### src/rtl/pru_cmd_sched_if.sv
// rtl/pru_cmd_sched_if.sv - request bus between the two command sources and the PRU scheduler
interface pru_cmd_sched_if;
   logic [1:0]  req_valid;
   logic [1:0]  req_ready;
   logic [41:0] req_cmd0;
   logic [41:0] req_cmd1;

   modport master (output req_valid, output req_cmd0, output req_cmd1, input req_ready);
   modport slave  (input req_valid, input req_cmd0, input req_cmd1, output req_ready);
endinterface

### src/rtl/pru_cmd_sched.sv
// rtl/pru_cmd_sched.sv - round-robin draw command queue feeding the PRU
// Optional START watchdog enabled by macro PRU_SCHED_TIMEOUT_EN.
module pru_cmd_sched #(
   parameter int FIFO_DEPTH     = 4,
   parameter int TIMEOUT_CYCLES = 1048576
) (
   input  logic           clk,
   input  logic           rst_n,
   pru_cmd_sched_if.slave req,
   output logic           pru_start,
   output logic [1:0]     pru_shape,
   output logic [1:0]     pru_color,
   output logic [9:0]     pru_col,
   output logic [8:0]     pru_row,
   output logic [9:0]     pru_width,
   output logic [8:0]     pru_hr,
   input  logic           pru_busy,
   input  logic           pru_done,
   output logic [4:0]     fifo_level,
   output logic           sched_idle,
   output logic [15:0]    done_cnt,
   output logic           timeout_err,
   input  logic           err_clr
);
   typedef enum logic [1:0] {IDLE, LOAD, START, RELEASE} state_t;

   localparam int AW = (FIFO_DEPTH > 1) ? $clog2(FIFO_DEPTH) : 1;

   state_t        state_q, state_d;
   logic [41:0]   mem_q [FIFO_DEPTH];
   logic [AW-1:0] wr_ptr_q, rd_ptr_q;
   logic [4:0]    level_q, level_d;
   logic          prio_q;
   logic [41:0]   fields_q;
   logic [15:0]   done_cnt_q, done_cnt_d;

   logic          can_push, push, pop, done_evt, wd_expired;
   logic [1:0]    grant;
   logic [41:0]   push_cmd;
   logic          cfg_unused;

   // Space is judged on the registered level only, so a same-cycle pop never frees a slot.
   always_comb begin
      can_push = (level_q < 5'(FIFO_DEPTH));
      grant    = 2'b00;
      if (can_push) begin
         if (req.req_valid[0] && (!req.req_valid[1] || !prio_q)) begin
            grant[0] = 1'b1;
         end else if (req.req_valid[1]) begin
            grant[1] = 1'b1;
         end
      end
   end

   assign req.req_ready = grant;
   assign push          = |grant;
   assign push_cmd      = grant[1] ? req.req_cmd1 : req.req_cmd0;

   always_comb begin
      state_d  = state_q;
      pop      = 1'b0;
      done_evt = 1'b0;
      case (state_q)
         IDLE: begin
            if (level_q != 5'd0) begin
               pop     = 1'b1;
               state_d = LOAD;
            end
         end
         LOAD: state_d = START;
         START: begin
            if (pru_done) begin
               done_evt = 1'b1;
               state_d  = RELEASE;
            end else if (wd_expired) begin
               state_d  = RELEASE;
            end
         end
         RELEASE: begin
            if (!pru_done) state_d = IDLE;
         end
         default: state_d = IDLE;
      endcase
   end

   always_comb begin
      level_d = level_q;
      case ({push, pop})
         2'b10:   level_d = level_q + 5'd1;
         2'b01:   level_d = level_q - 5'd1;
         default: level_d = level_q;
      endcase
   end

   assign done_cnt_d = done_cnt_q + 16'(done_evt);

   always_ff @(posedge clk or negedge rst_n) begin
      if (!rst_n) begin
         state_q    <= IDLE;
         wr_ptr_q   <= '0;
         rd_ptr_q   <= '0;
         level_q    <= '0;
         prio_q     <= 1'b0;
         fields_q   <= '0;
         done_cnt_q <= '0;
      end else begin
         state_q    <= state_d;
         level_q    <= level_d;
         done_cnt_q <= done_cnt_d;
         if (push) begin
            wr_ptr_q <= wr_ptr_q + 1'b1;
            prio_q   <= grant[0];
         end
         if (pop) begin
            rd_ptr_q <= rd_ptr_q + 1'b1;
            fields_q <= mem_q[rd_ptr_q];
         end
      end
   end

   always_ff @(posedge clk) begin
      if (push) mem_q[wr_ptr_q] <= push_cmd;
   end

`ifdef PRU_SCHED_TIMEOUT_EN
   localparam int TW = $clog2(TIMEOUT_CYCLES + 1);

   logic [TW-1:0] wd_q;
   logic          terr_q;

   // Counter restarts on every entry to START; expiry lands on the TIMEOUT_CYCLES-th START cycle.
   assign wd_expired = (state_q == START) && (wd_q == TW'(TIMEOUT_CYCLES - 1));

   always_ff @(posedge clk or negedge rst_n) begin
      if (!rst_n) begin
         wd_q   <= '0;
         terr_q <= 1'b0;
      end else begin
         wd_q <= (state_q == START) ? wd_q + 1'b1 : '0;
         if (wd_expired && !pru_done) begin
            terr_q <= 1'b1;
         end else if (err_clr) begin
            terr_q <= 1'b0;
         end
      end
   end

   assign timeout_err = terr_q;
   assign cfg_unused  = pru_busy;
`else
   assign wd_expired  = 1'b0;
   assign timeout_err = 1'b0;
   assign cfg_unused  = pru_busy ^ err_clr ^ (TIMEOUT_CYCLES == 0);
`endif

   assign pru_start  = (state_q == START);
   assign {pru_shape, pru_color, pru_col, pru_row, pru_width, pru_hr} = fields_q;
   assign fifo_level = level_q;
   assign sched_idle = (state_q == IDLE) && (level_q == 5'd0);
   assign done_cnt   = done_cnt_q;
endmodule

### src/flat_wrapper.sv
// flat-port wrapper written by rule: the top's interface ports become plain ports
module pru_cmd_sched_flat 
#(
   parameter int FIFO_DEPTH     = 4,
   parameter int TIMEOUT_CYCLES = 1048576
)
  (clk, rst_n, pru_start, pru_shape, pru_color, pru_col, pru_row, pru_width, pru_hr, pru_busy, pru_done, fifo_level, sched_idle, done_cnt, timeout_err, err_clr, req_req_valid, req_req_cmd0, req_req_cmd1, req_req_ready);
  pru_cmd_sched_if req_i ();
  input  logic clk;
  input  logic rst_n;
  output logic pru_start;
  output logic [1:0] pru_shape;
  output logic [1:0] pru_color;
  output logic [9:0] pru_col;
  output logic [8:0] pru_row;
  output logic [9:0] pru_width;
  output logic [8:0] pru_hr;
  input  logic pru_busy;
  input  logic pru_done;
  output logic [4:0] fifo_level;
  output logic sched_idle;
  output logic [15:0] done_cnt;
  output logic timeout_err;
  input  logic err_clr;
  input wire logic [$bits(req_i.req_valid)-1:0] req_req_valid;
  input wire logic [$bits(req_i.req_cmd0)-1:0] req_req_cmd0;
  input wire logic [$bits(req_i.req_cmd1)-1:0] req_req_cmd1;
  output wire logic [$bits(req_i.req_ready)-1:0] req_req_ready;
  assign req_i.req_valid = req_req_valid;
  assign req_i.req_cmd0 = req_req_cmd0;
  assign req_i.req_cmd1 = req_req_cmd1;
  assign req_req_ready = req_i.req_ready;
  pru_cmd_sched #(.FIFO_DEPTH(FIFO_DEPTH), .TIMEOUT_CYCLES(TIMEOUT_CYCLES)) u_core (.clk(clk), .rst_n(rst_n), .req(req_i), .pru_start(pru_start), .pru_shape(pru_shape), .pru_color(pru_color), .pru_col(pru_col), .pru_row(pru_row), .pru_width(pru_width), .pru_hr(pru_hr), .pru_busy(pru_busy), .pru_done(pru_done), .fifo_level(fifo_level), .sched_idle(sched_idle), .done_cnt(done_cnt), .timeout_err(timeout_err), .err_clr(err_clr));
endmodule
### config.mk
export PLATFORM = sky130hd
export DESIGN_NAME = pru_cmd_sched_flat
export DESIGN_NICKNAME = d
export VERILOG_FILES = /design/src/rtl/pru_cmd_sched_if.sv /design/src/rtl/pru_cmd_sched.sv /design/src/flat_wrapper.sv
export SDC_FILE = /design/constraint.sdc
export NUM_CORES = 1
export LEC_CHECK = 0
export CAP_MARGIN = 20
export CELL_PAD_IN_SITES_DETAIL_PLACEMENT = 1
export CELL_PAD_IN_SITES_GLOBAL_PLACEMENT = 1
export CORE_ASPECT_RATIO = 1.2
export CORE_MARGIN = 1
export CORE_UTILIZATION = 41
export CTS_CLUSTER_DIAMETER = 60
export DETAILED_ROUTE_END_ITERATION = 8
export GPL_TIMING_DRIVEN = 1
export PLACE_DENSITY = 0.73
export SETUP_SLACK_MARGIN = 0.4
export SLEW_MARGIN = 40
export SYNTH_ARGS = -nofsm -noshare
export SYNTH_HDL_FRONTEND = slang
export SYNTH_SLANG_ARGS = --single-unit
### constraint.sdc
create_clock -name clk -period 5.2 [get_ports clk]
set_input_delay 1.04 -clock clk [delete_from_list [all_inputs] [get_ports clk]]
set_output_delay 1.04 -clock clk [all_outputs]
set_load 0.005 [all_outputs]
After elaboration in Yosys (flattened, before gate mapping)
Memory sizes are Yosys's and may differ from the RTL's. A register that Yosys moved wholly into a read port is not among the register bits.
Index checks and enable logic that the tools add are counted.
Operators by class
  $add $sub $neg: 5
  magnitude comparators: 1
  equality and inequality tests: 8
  multiplexer cells: 16
  reductions and logical operators: 12
Operators by type and width (count)
  $mux 42: 1
  $add 16x1->16: 1
  $pmux 5 s2: 1
  $mux 1: 9
  $mux 2: 4
  $pmux 2 s4: 1
  $eq 2x2->1 const B: 3
  $add 5x1->5 const B: 1
  $logic_not 5->1: 1
  $lt 5x3->1 const B: 1
  $reduce_bool 5->1: 1
  $sub 5x1->5 const B: 1
  $add 2x1->2 const B: 2
  $eq 2x1->1 const B: 2
  $ne 2x1->1 const B: 2
  $logic_not 1->1: 3
  $reduce_and 3->1: 1
  $logic_and 1x1->1: 2
  $logic_not 2->1: 1
  $ne 2x2->1 const B: 1
  $reduce_bool 2->1: 1
  $reduce_or 2->1: 1
  $logic_or 1x1->1: 1
Word-level totals
  bits in registers: 28
  RAM bits: 168
  input bits: 91
  memories kept: 1
Memory list
  u_core.mem_q: words 4, bits a word 42, rd ports 1, clocked after memory_dff 1, write ports 1, RTL line pru_cmd_sched.sv:30  | logic [41:0] mem_q [FIFO_DEPTH];

Depth between registers and ports, before layout
Gate-level depths: netlist (run 1).
  depth in word-level cells: 8
  mapped depth: 13
  gate-level depth less buffers: 10

Worst setup path before layout (run 1)
No wires, ideal clock.
  path type: input to register
  start: in req_req_valid[1]
  end: reg u_core.level_q[4] (netlist: u_core.fifo_level[4])
  setup time: 0.124 ns
  arrival: 3.109 ns
  required time: 5.076 ns
  slack: 1.966 ns
  cell stages on the path: 11
  cell sequence: nor2_1 > nor2_1 > inv_1 > ha_1 > clkbuf_1 > xor2_1 > ha_1 > o21ai_0 > or4b_2 > o311a_1 > xnor2_1
On the way
  word-level cells in the longest chain between the ends: 8
  elaborated cells between the ends (all ways): 12
  classes of those cells: eq/ne (2); mux (5); reduce/logical (5)
RTL lines
  from (decl): RTL line flat_wrapper.sv:25  | input wire logic [$bits(req_i.req_valid)-1:0] req_req_valid;
  $logic_not 1->1: RTL line pru_cmd_sched.sv:47  | if (req.req_valid[0] && (!req.req_valid[1] || !prio_q)) begin
  $logic_or 1x1->1: RTL line pru_cmd_sched.sv:47
  $logic_and 1x1->1: RTL line pru_cmd_sched.sv:47
  $mux 1: RTL line pru_cmd_sched.sv:47
  $mux 2 *: RTL line pru_cmd_sched.sv:46  | if (can_push) begin
  $reduce_or 2->1 *: RTL line pru_cmd_sched.sv:56  | assign push = |grant;
  $eq 2x1->1 / $eq 2x2->1 (equally long branches): RTL line pru_cmd_sched.sv:88  | case ({push, pop})
  $pmux 5 s2 / $reduce_bool 2->1 (equally long branches)
  to (signal assigned): RTL line pru_cmd_sched.sv:108  | level_q <= level_d;
  to (decl): RTL line pru_cmd_sched.sv:32  | logic [4:0] level_q, level_d;
Every way passes the cells marked *; elsewhere a longest branch is shown, timed or not.
A chain may end at the register's enable or synchronous reset.

Worst setup path after layout (run 1)
Ends and elaborated chain as after synthesis.

==> flow_summary.toml, run 1 <==
[route]
drtIter0Drc = 182
vias_per_cell = 5.07
dr.pass1.iters = 4
remaining_drc_errors = 0
post_drt_wl_per_cell_um = 20.2
ant_nets = 0
vias = 5010
wl_mm = 20.0

[power_and_ir_drop]
p_clk_share_pct = 23.4
power_frac_seq_pct = 43.3
p_int_w = 0.00474
leakage_nw = 4.44
power_w = 0.00662
power.density_nw_per_um2 = 537
pwr-share-comb_pct = 33.3
switchingPower_w = 0.00188
vdd_ir_drop_max_mv = 0.286
swShare_pct = 28.4

[clocking]
htreeDepth = 1
path_clk_slew_ns = 0.06
cts-resized-gates = 0
clk_latency_ns = 0.50
cts_tree = "built"
hold_buffers = 0
clk_path_buf_depth = 3
cts-root-buf = "clkbuf_16"
cts_sinks = 238
cts_buffers = 23
cts_setup_buffers = 0

[floorplanning]
die_h_um = 171
initial_core_util_pct = 41.9
dieArea_sq_um = 24400
ios = 159
coreArea_sq_um = 23300
fp.dieW_um = 143
num_rows = 61

[sta]
setup_viol = 0
rsz0062_at_grt = "false"
drv_slew = 0
fin_skew_ns = 0.0104
setup_tns_ns = 0
tightest_slew_ns = 0.723
fin_crit_sh_pct = 71.1
slew_headroom_pct = 51.8
fmax_ghz = 0.270
fin_crit_ns = 3.70
hold_viol = 0

[min_path]
hold_class = "flop to flop"
holdCritStartpoint = "u_core.done_cnt[15]"

[placement]
io_buffer_count = 155
place_inst = 949
routabilityCongestion = 0.733
dp_hpwl_mm = 12.3

[grt]
grt_usage_pct = 17.0
grt_overflow = 0
antenna_found_initial = 0
grt_pass1_vias = 5586
grt_pass1_wl_mm = 31.2
grt_max_degree = 71

[worst_setup_path]
path_max_fanout = 11
reg2reg_slack_ns = 1.79
path_cells = "clkdlybuf4s50_1 -> nor2_1 -> nor2_1 -> inv_1 -> ha_1 -> xor2_1 -> ha_1 -> o21ai_0 -> or4b_2 -> o311a_1 -> xnor2_1"
worstPathRequired_ns = 5.59
cp-startpoint = "req_req_valid[1]"
startpoint_type = "input port"
slowest_delay_ns = 0.65
rr_worst_depth = 10
end_kind = "flop"
r2r-start = "u_core.fifo_level[2]"
critPathSlowestCell = "or4b_2"
crit_end = "u_core.fifo_level[4]"
rr_endpoint = "u_core.fifo_level[4]"
crit_arrival_ns = 4.08
worstSetupPathType = "input port to flop"

[yosys]
syn_inst = 500
synth_most_common_cell = "edfxtp_1"
synth_edf_count = 168
syn_nets = 604
syn-cell-area_sq_um = 9760
ys_seq_area_share_pct = 69.6
ys_ff_latch = 238
synth_top_area_share_pct = 51.7
ys_async_sr_fraction_pct = 29.4
synth_cell_type_count = 38
yosysWarnings = 0
avgSynthCellArea_sq_um = 19.5
ys_top_cells_by_area = "edfxtp_1 (52%), dfrtp_1 (18%), mux4_2 (9.7%), mux2_4 (5.7%), mux2_2 (5.7%)"
yosys-top-cells-count = "edfxtp_1 (168), dfrtp_1 (70), mux2_2 (49)"
yosys.area.top_type = "edfxtp_1"
synthFlopType = "edfxtp_1"

[cells_and_area]
final_nets = 763
diodes = 0
instances_no_fill = 989
drive_gt1_share_pct = 26.6
nFillCells = 2135
seqCellArea_sq_um = 6800
multi_input_area_sq_um = 2810
areaGrowthSynthToFinish_pct = 26.3

[outcome]
outcome = "completed"

[run]
cap_violations = 0
## cells in the final DEF (no fill, tap or decap), types with 3 or more instances in the layout
cell	synthesis	layout
nand3_1	9	8
mux4_2	42	42
clkinv_1	0	3
clkinv_4	0	3
dfrtp_1	70	68
xnor2_1	14	14
clkbuf_8	0	4
nand2_1	9	9
xor2_1	8	8
clkdlybuf4s50_1	0	154
nor3_1	3	3
clkinv_2	0	5
o21ai_0	3	3
nor2_1	7	7
mux2_4	37	37
a21oi_1	5	5
inv_1	9	9
and2_4	0	4
mux2_2	49	49
and3_1	4	4
clkbuf_16	0	23
a31oi_1	3	3
ha_1	13	13
edfxtp_1	168	168
## metrics by stage
step	utilization [%]	instance area, sq um	setup WS (ns)	hold slack, ns
after floorplan	-	9760	1.97	0.464
after global placement	49.8	11600	1.30	0.461
after detailed placement	50.0	11600	1.02	0.473
after CTS	53.0	12300	1.51	0.482
after global routing	53.0	12300	1.26	0.499
final	53.0	12300	1.50	0.472
## per-layer routing
layer  wire (um)  vias to the layer above  track usage, %  part of all wire, %
met5           0                        -               0                    0
met4         367                        0            4.91                  1.8
met2       10900                      109            31.6                   55
met3         636                       26            2.02                  3.2
li1            -                     2256               -                    -
met1        8030                     2619            20.5                   40
## logic make-up (layout without fill, tap and decap cells)
logic type | count (synthesis) | count (layout) | share of synthesized area, %
buffers and inverters | 33 | 207 | 1.81
DFF | 238 | 238 | 69.6
and+or+nand+nor | 49 | 49 | 2.84
adders and majority gates | 13 | 13 | 1.67
other | 1 | 1 | 0.0384
AOI/OAI and AO/OA | 16 | 16 | 1.04
xor gates and xnor gates | 22 | 22 | 1.97
muxes | 128 | 128 | 21.0
## power by group through the flow
stage | sequential, W | clock [W] | combinational, W
3_5_place_dp | 0.00291 | 0 | 0.00223
5_1_grt | 0.00293 | 0.00164 | 0.00238
6_report | 0.00287 | 0.00155 | 0.00221
3_3_place_gp | 0.00294 | 0 | 0.00206
4_1_cts | 0.00288 | 0.00159 | 0.00225
2_1_floorplan | 0.00271 | 0 | 0.00152
## area by class of cell
class,instances,area share [%]
repair buffers,158,12.9
flip-flops and latches,238,55.2
well taps,315,3.20
clock buffers,28,5.14
clock inverters,12,0.568
inverters,9,0.274
multi-input cells,229,22.8
## critical path: cells and delay by family
kind / cells / cell delay [ns]
AO/OA/AOI/OAI: 2 / 0.30
adder cells (fa/ha/maj): 2 / 0.57
XOR/XNOR: 2 / 0.33
buffers and inverters: 2 / 0.68
AND/OR/NAND/NOR: 3 / 1.16
## sequential cells by signal, indices dropped and copies added (netlist names)
register           count
u_core.prio_q          1
u_core.state_q         2
u_core.done_cnt       16
u_core.fields_q       42
u_core.wr_ptr_q        2
u_core.rd_ptr_q        2
u_core.mem_q         168
u_core.fifo_level      5
## worst min-delay path by stage
| stage | cells after the start | to |
|---|---|---|
| 2_1_floorplan | 1 | u_core.prio_q |
| 3_3_place_gp | 1 | u_core.done_cnt[15] |
| 3_5_place_dp | 1 | u_core.done_cnt[15] |
| 4_1_cts | 1 | u_core.done_cnt[15] |
| 5_1_grt | 1 | u_core.done_cnt[15] |
| 6_report | 1 | u_core.done_cnt[15] |
Power figures use the tool's default switching activity.
==> run 2, diff against run 1 <==
--- a/config.mk
+++ b/config.mk
@@ -14,7 +14,7 @@
 export CTS_CLUSTER_DIAMETER = 60
 export DETAILED_ROUTE_END_ITERATION = 8
 export GPL_TIMING_DRIVEN = 1
-export PLACE_DENSITY = 0.73
+export PLACE_DENSITY = 0.76
 export SETUP_SLACK_MARGIN = 0.4
 export SLEW_MARGIN = 40
 export SYNTH_ARGS = -nofsm -noshare
==> constraint.sdc (replaced) <==
create_clock -name clk -period 3.3 [get_ports clk]
set_input_delay 0.66 -clock clk [delete_from_list [all_inputs] [get_ports clk]]
set_output_delay 0.66 -clock clk [all_outputs]
set_load 0.005 [all_outputs]
==> run 2 against run 1 <==
Against the previous run:
- clock skew is 0.0014 ns higher
- global-route usage is 0.51 points higher
- critical endpoint unchanged
- sequential share of layout area is 1.6 points lower
- critical path depth decreased by 2
- register-to-register slack worse by 1.3 ns
- critical path type is now flop to flop
- core utilization increased by 1.6 points
==> flow_summary.toml, run 2 (synthesis gave the netlist of run 1 again) <==
[sta]
fin_skew_ns = 0.0118
tightest_slew_ns = 0.738
hold_viol = 0
setup_viol = 0
slew_headroom_pct = 50.8
fin_crit_ns = 2.79
drv_slew = 0
fmax_ghz = 0.358
fin_crit_sh_pct = 84.6
rsz0062_at_grt = "false"
setup_tns_ns = 0

[grt]
grt_pass1_wl_mm = 32.0
grt_pass1_vias = 5694
grt_usage_pct = 17.5
grt_overflow = 0
grt_max_degree = 71
antenna_found_initial = 0

[worst_setup_path]
cp.depth = 9
rr_worst_depth = 9
crit_buf_inv = 0
worstPathRequired_ns = 3.69
path_cells = "or3_4 -> o31a_4 -> ha_4 -> xor2_2 -> ha_2 -> o21ai_2 -> or4b_4 -> o311a_1 -> xnor2_2"
crit_arrival_ns = 3.18
startpoint_type = "flop"
path_max_fanout = 7
worstSetupPathType = "flop to flop"
slowest_delay_ns = 0.48
critPathSlowestCell = "or4b_4"
path_delay_family = "simple AND/OR/NAND/NOR gates"
end_kind = "flop"

[route]
wl_mm = 20.7
vias = 5141
ant_nets = 0
post_drt_wl_per_cell_um = 20.5
remaining_drc_errors = 0
dr.pass1.iters = 4
drtIter0Drc = 162
vias_per_cell = 5.10

[clocking]
htreeDepth = 1
cts_buffers = 25
clk_path_buf_depth = 3
cts_tree = "built"
clk_latency_ns = 0.51
path_clk_slew_ns = 0.06
cts-root-buf = "clkbuf_16"
cts_sinks = 238

[cells_and_area]
drive_gt1_share_pct = 28.9
final_cell_mix = "edfxtp_1 (168), clkdlybuf4s50_1 (153), dfrtp_1 (65)"
top_register = "u_core.mem_q"
final_nets = 779
nFillCells = 2116
diodes = 0
largest_reg_flops = 168
utilization_pct = 54.5
areaGrowthSynthToFinish_pct = 30.0
final_common_cell = "edfxtp_1"

[floorplanning]
fp.dieW_um = 143
initial_core_util_pct = 41.9
dieArea_sq_um = 24400
coreArea_sq_um = 23300
ios = 159
die_h_um = 171
num_rows = 61

[power_and_ir_drop]
vdd_ir_drop_max_mv = 0.457
power.density_nw_per_um2 = 866
leakage_nw = 4.62

[placement]
io_buffer_count = 155
routabilityCongestion = 0.754
dp_hpwl_mm = 13.5

[outcome]
outcome = "completed"

[run]
cap_violations = 0

[min_path]
hold_class = "input port to async pin"
run 2: cell count changes in the layout (fill, tap and decap cells not counted), moves of 3 or more:
cell / before / now
and2_2: 0 / 4
and2_4: 4 / 0
buf_12: 1 / 7
buf_4: 1 / 9
bufinv_16: 0 / 4
clkbuf_1: 1 / 5
clkbuf_8: 4 / 0
clkinv_1: 3 / 6
clkinv_4: 3 / 0
dfrtp_1: 68 / 65
dfrtp_2: 0 / 4
run 2: power by group:
part           internal (W)  switching [W]
logic               0.00231        0.00147
clock network       0.00169        0.00109
registers           0.00394       0.000482
total               0.00795        0.00304
run 2: cell type report:
type	count	area, sq um	area share, %
multi-input combinational	229	2860	22.5
clock inverter	15	168	1.32
inverter	9	33.8	0.266
timing repair buffer	172	1790	14.1
clock buffer	30	644	5.07
tap	315	394	3.10
sequential	238	6810	53.6
run 2: final timing paths:
| path | slack (ns) | end | start |
|---|---|---|---|
| max reg2reg | 0.51 | u_core.fifo_level[4] | u_core.fifo_level[3] |
| max | 0.51 | u_core.fifo_level[4] | u_core.fifo_level[3] |
| min in group clk | 0.48 | u_core.done_cnt[15] | u_core.done_cnt[15] |
| min | 0.19 | u_core.done_cnt[3] | rst_n |
| min reg2reg | 0.48 | u_core.done_cnt[15] | u_core.done_cnt[15] |
| max in group asynchronous | 2.53 | u_core.rd_ptr_q[0] | rst_n |
run 2: stage by stage:
| step | hold slack [ns] | setup slack (ns) | instances | instance area [sq um] | total power [W] |
|---|---|---|---|---|---|
| finish | 0.189 | 0.509 | 1008 | 12700 | 0.0110 |
| floorplan | 0.364 | 0.381 | 500 | 9810 | 0.00673 |
| CTS | 0.229 | 0.390 | 1007 | 12700 | 0.0111 |
| detailed placement | 0.474 | 0.251 | 962 | 11800 | 0.00825 |
| global route | 0.248 | 0.421 | 1008 | 12700 | 0.0115 |
| global placement | 0.460 | 0.316 | 960 | 11800 | 0.00796 |
run 2: layer usage:
layer | wire (um) | global-route usage [%] | share of wire [%]
met5 | 0 | 0 | 0
met4 | 292 | 3.93 | 1.4
met3 | 956 | 2.63 | 4.6
met2 | 11300 | 32.8 | 55
met1 | 8130 | 21.1 | 39
run 2: worst reg2reg max path, cell delays in order, from the launching register on:
cell and delay [ns]:
dfrtp_2 0.44, or3_4 0.43, o31a_4 0.38, ha_4 0.20, xor2_2 0.16, ha_2 0.23
o21ai_2 0.08, or4b_4 0.48, o311a_1 0.15, xnor2_2 0.13
run 2: repair_timing:
item / in CTS / in global routing
gates resized for setup: 1 / 8
pin swaps: 0 / 1
setup buffers: 0 / 1
setup endpoints to repair: 1 / 2
hold buffers: 0 / 0
==> run 3, diff against run 2 <==
==> constraint.sdc (replaced) <==
create_clock -name clk -period 2.5 [get_ports clk]
set_input_delay 0.5 -clock clk [delete_from_list [all_inputs] [get_ports clk]]
set_output_delay 0.5 -clock clk [all_outputs]
set_load 0.005 [all_outputs]
==> run 3 against run 2 <==
Against the previous run:
- the flow now finishes with violations (negative hold slack, negative setup slack)
- hold slack worse by 0.20 ns
- wire length up 4.0%
- clock power grew 32%
- count of clock-buffer cells in the layout shrank 5
- critical path depth rose by 1
- maximum frequency rose by 8.6%
- cell area up 3.1%
- combinational power grew 53%
- total power rose by 38%
- die area unchanged
- largest cell class unchanged
==> flow_summary.toml, run 3 (synthesis gave the netlist of run 1 again) <==
[outcome]
outcome = "finished with violations"
violations = "negative hold slack, negative setup slack"

[power_and_ir_drop]
power_w = 0.0152
pwr-share-comb_pct = 38.1
power.density_nw_per_um2 = 1160
switchingPower_w = 0.00431
power_frac_seq_pct = 37.7
p_int_w = 0.0108
swShare_pct = 28.4
vdd_ir_drop_max_mv = 0.550
leakage_nw = 4.81
p_clk_share_pct = 24.2

[worst_setup_path]
r2r-start = "u_core.fifo_level[2]"
slowest_delay_ns = 0.41
cp-startpoint = "u_core.fifo_level[2]"
startpoint_type = "flop"
end_kind = "flop"
rr_worst_depth = 10
worstSetupPathType = "flop to flop"
critPathSlowestCell = "or3_4"
reg2reg_slack_ns = -0.07
path_max_fanout = 4
crit_arrival_ns = 2.96
worstPathRequired_ns = 2.89
rr_endpoint = "u_core.fifo_level[4]"
path_cells = "or3_4 -> o31a_4 -> ha_4 -> xor2_1 -> ha_2 -> buf_4 -> nor4b_2 -> a21oi_1 -> o311a_1 -> xnor2_1"
crit_end = "u_core.fifo_level[4]"

[floorplanning]
initial_core_util_pct = 41.9
dieArea_sq_um = 24400
ios = 159
die_h_um = 171
fp.dieW_um = 143
coreArea_sq_um = 23300
num_rows = 61

[sta]
fin_crit_sh_pct = 103
tightest_slew_ns = 0.641
drv_slew = 0
hold_viol = 3
fin_skew_ns = 0.0264
rsz0062_at_grt = "true"
setup_viol = 1
setup_ws_ns = -0.0707
slew_headroom_pct = 57.3
fmax_ghz = 0.389
fin_crit_ns = 2.57
timing.hold.ws_ns = -0.00776

[cells_and_area]
top_register = "u_core.mem_q"
diodes = 0
drive_gt1_share_pct = 34.9
areaGrowthSynthToFinish_pct = 34.0
largest_reg_flops = 168
final_common_cell = "edfxtp_1"
final_cell_mix = "edfxtp_1 (168), clkdlybuf4s50_1 (147), dfrtp_1 (68)"
final_nets = 809

[clocking]
path_clk_slew_ns = 0.06
cts_tree = "built"
cts_sinks = 238
clk_latency_ns = 0.52
htreeDepth = 1
cts_buffers = 24
clk_path_buf_depth = 3
cts-root-buf = "clkbuf_16"

[route]
post_drt_wl_per_cell_um = 20.7
dr.pass1.iters = 4
wl_mm = 21.5
ant_nets = 0
remaining_drc_errors = 0
vias_per_cell = 5.04
drtIter0Drc = 178
vias = 5228

[placement]
io_buffer_count = 155
dp_slack_ns = -0.339
routabilityCongestion = 0.760
dp_hpwl_mm = 13.8

[grt]
grt_overflow = 0
grt_max_degree = 45
antenna_found_initial = 0
grt_usage_pct = 18.2
grt_pass1_vias = 5863
grt_pass1_wl_mm = 33.1

[min_path]
hold_class = "input port to async pin"

[run]
cap_violations = 0
==> run 3: repair_timing <==
item | 4_1_cts | 5_1_grt
setup endpoints to repair | 52 | 142
pin swaps | 11 | 6
hold buffers | 0 | 0
gates resized for setup | 33 | 26
buffers inserted | 10 | 7
hold endpoints to repair | 0 | 0
==> run 3: worst min path at each step <==
| stage | to | slack (ns) | depth (start not counted) | start |
|---|---|---|---|---|
| finish | u_core.fields_q[7] | -0.008 | 1 | rst_n |
| global route | u_core.fields_q[5] | 0.03 | 1 | rst_n |
| global placement | u_core.done_cnt[15] | 0.46 | 1 | u_core.done_cnt[15] |
| CTS | u_core.fields_q[11] | 0.01 | 1 | rst_n |
| detailed placement | u_core.done_cnt[15] | 0.47 | 1 | u_core.done_cnt[15] |
| floorplan | u_core.done_cnt[0] | 0.20 | 0 | rst_n |
==> run 3: critical path: cells and delay by family, from the launching register on <==
family	cells	cell delay (ns)
compound gates	3	0.58
xor+xnor	2	0.29
fa+ha+maj	2	0.38
buf+inv	1	0.14
flops	1	0.39
simple gates	2	0.68
==> run 3: layer usage <==
metal,up-vias,wire length [um],global-route usage [%]
li1,2354,-,-
met1,2715,8580,22.0
met2,131,11600,33.1
met3,28,768,2.49
met4,0,509,6.08
met5,-,0,0
==> run 3: power groups by stage <==
stage / sequential [W] / clock, W / combinational, W
2_1_floorplan: 0.00563 / 0 / 0.00326
3_5_place_dp: 0.00577 / 0 / 0.00539
4_1_cts: 0.00571 / 0.00376 / 0.00565
6_report: 0.00571 / 0.00368 / 0.00577
3_3_place_gp: 0.00571 / 0 / 0.00515
5_1_grt: 0.00579 / 0.00391 / 0.00622
==> run 3: through the flow <==
step,util [%],setup TNS [ns],area (sq um),hold slack [ns],cells
after floorplan,-,-0.562,9820,0.204,500
after detailed placement,51.5,-0.575,12000,0.466,977
after global routing,56.2,-0.210,13100,0.0253,1038
after CTS,55.6,-0.0285,12900,0.0125,1031
final,56.2,-0.0707,13100,-0.00776,1038
after global placement,51.5,-0.326,12000,0.460,977
==> run 3: cell type report <==
class                           instances  area, sq um
Fill cell                            2087        10200
Sequential cell                       238         6800
Multi-Input combinational cell        229         2940
Timing Repair Buffer                  203         2100
Clock buffer                           25          604
Tap cell                              315          394
Clock inverter                         19          214
Inverter                                9         36.3
